## config.mk

```make
export PLATFORM = sky130hd
export DESIGN_NAME = dmem_access_unit
export DESIGN_NICKNAME = d
export VERILOG_FILES = /design/src/rtl/dmem_access_unit.sv
export SDC_FILE = /design/constraint.sdc
export NUM_CORES = 1
export LEC_CHECK = 0
export CORE_UTILIZATION = 29
export DETAILED_ROUTE_END_ITERATION = 10
export SLEW_MARGIN = 30
export SYNTH_ARGS = -nofsm -noshare
export SYNTH_HDL_FRONTEND = slang
export SYNTH_SLANG_ARGS = --single-unit
```

## constraint.sdc

```tcl
create_clock -name clk -period 2.7 [get_ports clk]
set_clock_uncertainty 0.1 [all_clocks]
set_input_delay 0.54 -clock clk [delete_from_list [all_inputs] [get_ports clk]]
set_output_delay 0.54 -clock clk [all_outputs]
set_load 0.02 [all_outputs]
```

## src/rtl/dmem_access_unit.sv

```systemverilog
// Load/store initiator between the MEM stage and a word-wide data memory.
// Converts byte-addressed requests into word-indexed read / read-modify-write cycles.
module dmem_access_unit #(
    parameter int unsigned MEM_WORDS = 256
) (
    input  logic        clk,
    input  logic        reset,
    input  logic        req_valid,
    output logic        req_ready,
    input  logic        req_write,
    input  logic [1:0]  req_size,
    input  logic        req_signed,
    input  logic [31:0] req_addr,
    input  logic [31:0] req_wdata,
    output logic        resp_valid,
    output logic [31:0] resp_rdata,
    output logic        resp_fault,
    output logic [31:0] mem_address,
    output logic [31:0] mem_writeData,
    output logic        mem_memWrite,
    output logic        mem_memRead,
    input  logic [31:0] mem_readData
);

    typedef enum logic [1:0] {
        IDLE  = 2'd0,
        READ  = 2'd1,
        WRITE = 2'd2,
        RESP  = 2'd3
    } state_t;

    state_t      r_state;
    logic        r_write;
    logic [1:0]  r_size;
    logic        r_signed;
    logic [1:0]  r_lane;
    logic [31:0] r_wdata;

    logic        r_req_ready;
    logic        r_resp_valid;
    logic [31:0] r_resp_rdata;
    logic        r_resp_fault;
    logic [31:0] r_mem_address;
    logic [31:0] r_mem_writeData;
    logic        r_mem_memWrite;
    logic        r_mem_memRead;

    logic        w_handshake;
    logic        w_index_ok;
    logic        w_misaligned;
    logic        w_fault;
    logic        w_word_store;

    assign w_handshake  = req_valid & r_req_ready;
    // Full upper address is compared so out-of-range bits fault instead of aliasing.
    assign w_index_ok   = ({2'b00, req_addr[31:2]} < MEM_WORDS);
    assign w_misaligned = ((req_size == 2'd1) & req_addr[0]) |
                          ((req_size == 2'd2) & (req_addr[1:0] != 2'b00));
    assign w_fault      = (req_size == 2'd3) | w_misaligned | ~w_index_ok;
    assign w_word_store = req_write & (req_size == 2'd2);

    function automatic logic [31:0] load_extract(
        input logic [31:0] word,
        input logic [1:0]  lane,
        input logic [1:0]  size,
        input logic        sgn
    );
        logic [31:0] shifted;
        logic [31:0] result;
        shifted = word >> {lane, 3'b000};
        case (size)
            2'd0:    result = sgn ? {{24{shifted[7]}}, shifted[7:0]}
                                  : {24'h000000, shifted[7:0]};
            2'd1:    result = sgn ? {{16{shifted[15]}}, shifted[15:0]}
                                  : {16'h0000, shifted[15:0]};
            default: result = shifted;
        endcase
        return result;
    endfunction

    function automatic logic [31:0] store_merge(
        input logic [31:0] word,
        input logic [31:0] wdata,
        input logic [1:0]  lane,
        input logic [1:0]  size
    );
        logic [31:0] mask;
        logic [31:0] lane_mask;
        logic [31:0] lane_data;
        mask      = (size == 2'd0) ? 32'h0000_00FF : 32'h0000_FFFF;
        lane_mask = mask << {lane, 3'b000};
        lane_data = (wdata & mask) << {lane, 3'b000};
        return (word & ~lane_mask) | (lane_data & lane_mask);
    endfunction

    always_ff @(posedge clk) begin
        if (reset) begin
            r_state         <= IDLE;
            r_write         <= 1'b0;
            r_size          <= 2'd0;
            r_signed        <= 1'b0;
            r_lane          <= 2'd0;
            r_wdata         <= '0;
            r_req_ready     <= 1'b1;
            r_resp_valid    <= 1'b0;
            r_resp_rdata    <= '0;
            r_resp_fault    <= 1'b0;
            r_mem_address   <= '0;
            r_mem_writeData <= '0;
            r_mem_memWrite  <= 1'b0;
            r_mem_memRead   <= 1'b0;
        end else begin
            case (r_state)
                IDLE: begin
                    if (w_handshake) begin
                        r_write     <= req_write;
                        r_size      <= req_size;
                        r_signed    <= req_signed;
                        r_lane      <= req_addr[1:0];
                        r_wdata     <= req_wdata;
                        r_req_ready <= 1'b0;
                        if (w_fault) begin
                            r_resp_valid <= 1'b1;
                            r_resp_fault <= 1'b1;
                            r_resp_rdata <= '0;
                            r_state      <= RESP;
                        end else begin
                            r_mem_address <= {2'b00, req_addr[31:2]};
                            if (w_word_store) begin
                                r_mem_writeData <= req_wdata;
                                r_mem_memWrite  <= 1'b1;
                                r_state         <= WRITE;
                            end else begin
                                r_mem_memRead <= 1'b1;
                                r_state       <= READ;
                            end
                        end
                    end
                end
                READ: begin
                    r_mem_memRead <= 1'b0;
                    if (r_write) begin
                        r_mem_writeData <= store_merge(mem_readData, r_wdata, r_lane, r_size);
                        r_mem_memWrite  <= 1'b1;
                        r_state         <= WRITE;
                    end else begin
                        r_resp_rdata <= load_extract(mem_readData, r_lane, r_size, r_signed);
                        r_resp_fault <= 1'b0;
                        r_resp_valid <= 1'b1;
                        r_state      <= RESP;
                    end
                end
                WRITE: begin
                    r_mem_memWrite <= 1'b0;
                    r_resp_rdata   <= '0;
                    r_resp_fault   <= 1'b0;
                    r_resp_valid   <= 1'b1;
                    r_state        <= RESP;
                end
                RESP: begin
                    r_resp_valid <= 1'b0;
                    r_resp_fault <= 1'b0;
                    r_resp_rdata <= '0;
                    r_req_ready  <= 1'b1;
                    r_state      <= IDLE;
                end
                default: begin
                    r_mem_memRead  <= 1'b0;
                    r_mem_memWrite <= 1'b0;
                    r_resp_valid   <= 1'b0;
                    r_req_ready    <= 1'b1;
                    r_state        <= IDLE;
                end
            endcase
        end
    end

    assign req_ready     = r_req_ready;
    assign resp_valid    = r_resp_valid;
    assign resp_rdata    = r_resp_rdata;
    assign resp_fault    = r_resp_fault;
    assign mem_address   = r_mem_address;
    assign mem_writeData = r_mem_writeData;
    assign mem_memWrite  = r_mem_memWrite;
    assign mem_memRead   = r_mem_memRead;

endmodule

```

==> impl_metrics.env, run 1 <==
export IMPL_antenna_left=0
export IMPL_hold_path_class="in -> reg"
export IMPL_cp_end_kind="register"
export IMPL_final_cell_mix="clkdlybuf4s50_1 (200), dfxtp_1 (122), nand2_1 (99), a21oi_1 (65), nor2_1 (42)"
export IMPL_p_leak_nw=3.12
export IMPL_tns_ps=0
export IMPL_viasPerCell=5.14
export IMPL_syn_area_um2=6060
export IMPL_ir_drop_uv=560
export IMPL_pin_count=204
export IMPL_synth_compound_area_share_pct=25.3
export IMPL_first_pass_iters=5
export IMPL_rows=52
export IMPL_dp_slack_ps=-109
export IMPL_status="complete, no violations"
export IMPL_avgSynthCellArea_um2=8.49
export IMPL_synth_cell_types=54
export IMPL_synth_edf_count=0
export IMPL_worst_slew_pin_slew_ps=851
export IMPL_synthCells=714
export IMPL_seq_area_frac_synth_pct=40.6
export IMPL_yosys_warnings=0
export IMPL_clkSinkCount=123
export IMPL_layout_commonest_cell="clkdlybuf4s50_1"
export IMPL_synth_top_family_by_area="compound AO/OA/AOI/OAI gates"
export IMPL_maxSlewHeadroom_pct=42.9
export IMPL_antenna_found_initial=2
export IMPL_clockRootBuffer="clkbuf_16"
export IMPL_vias=6090
export IMPL_placedInstanceArea_um2=8440
export IMPL_startpoint_type="register"
export IMPL_period_needed_ps=2430
export IMPL_finalPower_mw=7.63
export IMPL_path_clk_slew_ps=50
export IMPL_hold_violations=0
export IMPL_fin_area_um2=9030
export IMPL_ff_latch_area_um2=2460
export IMPL_drt_drc_violations_left=0
export IMPL_required_ps=2920
export IMPL_yosysTopAreaCellShare_pct=40.6
export IMPL_synth_xor_area_share_pct=0
export IMPL_insertion_delay_ps=420
export IMPL_cts_resized=0
export IMPL_rsz0062_at_grt="no"
export IMPL_grt_pass1_vias=5806
export IMPL_cap_violations=0
export IMPL_core_area_um2=20400
export IMPL_ys_flop_type="dfxtp_1"
export IMPL_report_final_setup_viol=0
export IMPL_cts_tree="done"
export IMPL_htreeDepth=4
export IMPL_postLayoutSetupSlackWorst_ps=275
export IMPL_post_cts_buffers=0
export IMPL_drive_above_1_share_pct=10.6
export IMPL_grt_first_pass_wirelength_um=33700
export IMPL_ctsHoldBuffers=0
export IMPL_instances_no_fill=1184
export IMPL_final_util_pct=44.3
export IMPL_drv_slew=0
export IMPL_grt_max_degree=89
export IMPL_die_area_um2=21500
export IMPL_arrival_ps=2650
export IMPL_area_growth_pct=49.0
export IMPL_synth_seq_cells=123
export IMPL_die_x_um=147
export IMPL_placed_cells=1152
export IMPL_synthArstFlopShare_pct=0
export IMPL_grt_overflow=0
export IMPL_numCtsBuffers=17
export IMPL_die_h_um=147
export IMPL_cts_buffer_depth=2
export IMPL_crit_type="reg -> reg"
export IMPL_portBuffers=201
export IMPL_fin_crit_sh_pct=89.8
export IMPL_muxShareOfSynthArea_pct=5.99
export IMPL_max_freq_ghz=0.412
export IMPL_fill_cells=1966
export IMPL_powerDensity_nw_per_um2=845
export IMPL_drtIter0Drc=525
export IMPL_synth_simple_area_share_pct=20.9
export IMPL_start_util_pct=29.8
export IMPL_nets=1008
export IMPL_routed_wl_um=22100
export IMPL_place_congestion=0.891
export IMPL_post_drt_wl_per_cell_um=18.6
export IMPL_yosys_area_top_type="dfxtp_1"
export IMPL_holdWs_ps=322
export IMPL_path_max_fanout=32
export IMPL_multi_input_area_um2=3230
export IMPL_grt_util_all_layers_pct=20.6
export IMPL_dpl_hpwl_um=15900
export IMPL_synthTopCellsByArea="dfxtp_1 (41%), nand2_1 (6.1%), a21oi_1 (5.5%)"
export IMPL_synthAdderAreaFrac_pct=0.826
==> final cells by class <==
cell class | count | share of cell area (%)
timing repair buffer | 234 | 26.0
sequential | 123 | 27.3
inverter | 17 | 0.707
multi-input combinational | 508 | 35.7
antenna | 1 | 0.0277
clock inverter | 6 | 0.942
clock buffer | 25 | 5.60
tap | 270 | 3.74
==> path summary, 6_finish.rpt <==
kind                                                  from                              to  slack [ps]  cells after the start
worst max-delay path               r_state[0]$_SDFFE_PP0P_  mem_writeData[26]$_SDFFE_PP0P_         270                      8
worst min-delay path                                 reset     mem_address[6]$_SDFFE_PP0P_         320                      2
worst max register to register     r_state[0]$_SDFFE_PP0P_  mem_writeData[26]$_SDFFE_PP0P_         270                      8
worst min register to register  resp_rdata[4]$_SDFFE_PP0P_      resp_rdata[4]$_SDFFE_PP0P_         360                      2
==> Yosys cell counts (18+ instances only) <==
master,instances
a21oi_1,66
and2_1,22
clkbuf_1,38
dfxtp_1,123
mux2i_1,25
nand2_1,99
nand3_1,20
nor2_1,43
nor3_1,20
o21ai_0,27
o221ai_1,18
==> power by group <==
part           internal (mW)  total [mW]  switching [mW]
Clock                   1.47        2.29           0.815
Sequential              2.04        2.23           0.185
Combinational           1.26        3.11            1.85
==> layer usage <==
| metal | vias up | global-route usage (%) | share of wire (%) |
|---|---|---|---|
| li1 | 2943 | - | - |
| met5 | - | 0 | 0 |
| met1 | 2826 | 26.8 | 43 |
| met3 | 52 | 7.16 | 10 |
| met4 | 0 | 8.23 | 2.9 |
| met2 | 269 | 30.9 | 44 |
==> kinds of logic after synthesis <==
logic type	after synthesis
simple gates	247
compound gates	221
flops	123
buf+inv	84
mux	34
fa+ha+maj	4
other cells	1
==> registers in the layout, indices dropped and copies added, names as in the netlist <==
| signal | flops |
|---|---|
| mem_writeData | 32 |
| resp_rdata | 32 |
| mem_address | 30 |
| r_wdata | 16 |
| r_lane | 2 |
| r_size | 2 |
| r_state | 2 |
| mem_memRead | 1 |
| mem_memWrite | 1 |
| r_signed | 1 |
| r_write | 1 |
| req_ready | 1 |
| resp_fault | 1 |
| resp_valid | 1 |
==> critical path, cell delays in order (launching register included) <==
cell      delay, ps
dfxtp_1         330
inv_1           110
ha_1            380
nand3_1         210
buf_4           290
o32ai_4         330
buf_12          230
a21oi_1          90
a311oi_1        240
(Power assumes the default switching activity.)
==> inputs of run 2 (changes only) <==
Settings changed: SLEW_MARGIN 30 to 20.
==> impl_metrics.env, run 2 (synthesized netlist as in run 1, its figures left out) <==
export IMPL_post_drt_wl_per_cell_um=18.6
export IMPL_drt_drc_violations_left=0
export IMPL_report_final_setup_viol=0
export IMPL_hold_violations=0
export IMPL_post_cts_buffers=0
export IMPL_grt_util_all_layers_pct=20.4
export IMPL_drv_slew=0
export IMPL_grtUsageMet1_pct=26.2
export IMPL_met2_usage_pct=31.5
export IMPL_period_needed_ps=2400
export IMPL_hold_path_class="in -> reg"
export IMPL_grt_first_pass_wirelength_um=33300
export IMPL_die_x_um=147
export IMPL_cpPeakStageDelay_ps=370
export IMPL_clockRootBuffer="clkbuf_16"
export IMPL_holdWs_ps=326
export IMPL_rows=52
export IMPL_powerDensity_nw_per_um2=840
export IMPL_finalPower_mw=7.57
export IMPL_ir_drop_uv=462
export IMPL_cp_num_buf_inv=3
export IMPL_crit_type="reg -> reg"
export IMPL_min_delay_start="reset"
export IMPL_startpoint_type="register"
export IMPL_cp_slowest_cell="ha_1"
export IMPL_clkSinkCount=123
export IMPL_antenna_cells=0
export IMPL_grt_busiest_layer="met2"
export IMPL_cts_tree="done"
export IMPL_path_max_fanout=32
export IMPL_antenna_left=0
export IMPL_drtIter0Drc=429
export IMPL_required_ps=2930
export IMPL_final_cell_mix="clkdlybuf4s50_1 (200), dfxtp_1 (122), nand2_1 (99), a21oi_1 (65), nor2_1 (42)"
export IMPL_start_util_pct=29.8
export IMPL_status="complete, no violations"
export IMPL_area_growth_pct=48.8
export IMPL_antenna_found_initial=1
export IMPL_postLayoutSetupSlackWorst_ps=298
export IMPL_nets=1008
export IMPL_cap_violations=0
export IMPL_core_area_um2=20400
export IMPL_dpl_hpwl_um=15900
export IMPL_grt_max_degree=89
export IMPL_insertion_delay_ps=420
export IMPL_p_leak_nw=3.12
export IMPL_worst_slew_pin_slew_ps=851
export IMPL_portBuffers=201
export IMPL_max_freq_ghz=0.416
export IMPL_dp_slack_ps=-343
export IMPL_cts_buffer_depth=2
export IMPL_htreeDepth=4
export IMPL_layout_commonest_cell="clkdlybuf4s50_1"
export IMPL_die_h_um=147
export IMPL_viasPerCell=5.11
export IMPL_startpoint="r_state[0]$_SDFFE_PP0P_"
export IMPL_grt_pass1_vias=5842
export IMPL_place_congestion=0.891
export IMPL_use_met3_pct=7.22
export IMPL_cts_resized=0
export IMPL_vias=6047
export IMPL_drive_above_1_share_pct=10.9
export IMPL_path_clk_slew_ps=60
export IMPL_numCtsBuffers=17
export IMPL_grt_overflow=0
export IMPL_crit_family="compound AO/OA/AOI/OAI gates"
export IMPL_rsz0062_at_grt="no"
export IMPL_ctsHoldBuffers=0
export IMPL_die_area_um2=21500
export IMPL_cp_end_kind="register"
export IMPL_first_pass_iters=5
export IMPL_maxSlewHeadroom_pct=42.9
export IMPL_routed_wl_um=22100
export IMPL_pin_count=204
export IMPL_arrival_ps=2630
export IMPL_cp_cell_sequence="inv_1 > ha_1 > nand3_1 > buf_4 > o32ai_4 > buf_12 > a21oi_1 > a311oi_1"
export IMPL_reg2reg_from="r_state[0]$_SDFFE_PP0P_"
export IMPL_fin_crit_sh_pct=89.0
==> run 2: cell count changes in the layout (fill, tap and decap cells not counted), sizes merged <==
cell,previous run,this run
clkinv,2,8
clkbuf,25,20
diode,1,0
==> run 2: final cells by class <==
cell class | count | area, µm²
tap | 270 | 338
fill | 1994 | 11300
clock inverter | 12 | 123
inverter | 17 | 63.8
timing repair buffer | 234 | 2340
clock buffer | 20 | 457
sequential | 123 | 2460
multi-input combinational | 508 | 3230
==> run 2: path summary, 6_finish.rpt <==
path | endpoint | slack [ps] | depth (start not counted)
max | mem_writeData[26]$_SDFFE_PP0P_ | 300 | 8
min reg2reg | mem_address[25]$_SDFFE_PP0P_ | 360 | 1
max reg2reg | mem_writeData[26]$_SDFFE_PP0P_ | 300 | 8
min | mem_address[5]$_SDFFE_PP0P_ | 330 | 2
==> run 2: through the flow <==
| step | TNS (ps) | instances | utilization, % | instance area, µm² |
|---|---|---|---|---|
| 3_5_place_dp | -8190 | 1152 | 41.4 | 8430 |
| 5_1_grt | 0 | 1184 | 44.3 | 9020 |
| 2_1_floorplan | 0 | 715 | - | 6060 |
| 4_1_cts | 0 | 1184 | 44.3 | 9010 |
| 3_3_place_gp | -8040 | 1152 | 41.4 | 8430 |
| 6_report | 0 | 1184 | 44.3 | 9020 |
==> run 2: power by group <==
group | total [mW] | switching (mW) | internal (mW)
clock | 2.24 | 0.846 | 1.40
combinational | 3.10 | 1.84 | 1.26
sequential | 2.23 | 0.184 | 2.04
total | 7.57 | 2.87 | 4.70
==> run 2: layer usage <==
metal / up-vias / part of all wire [%]
li1: 2941 / -
met1: 2817 / 44
met2: 256 / 44
met3: 33 / 9.1
met4: 0 / 2.3
met5: - / 0
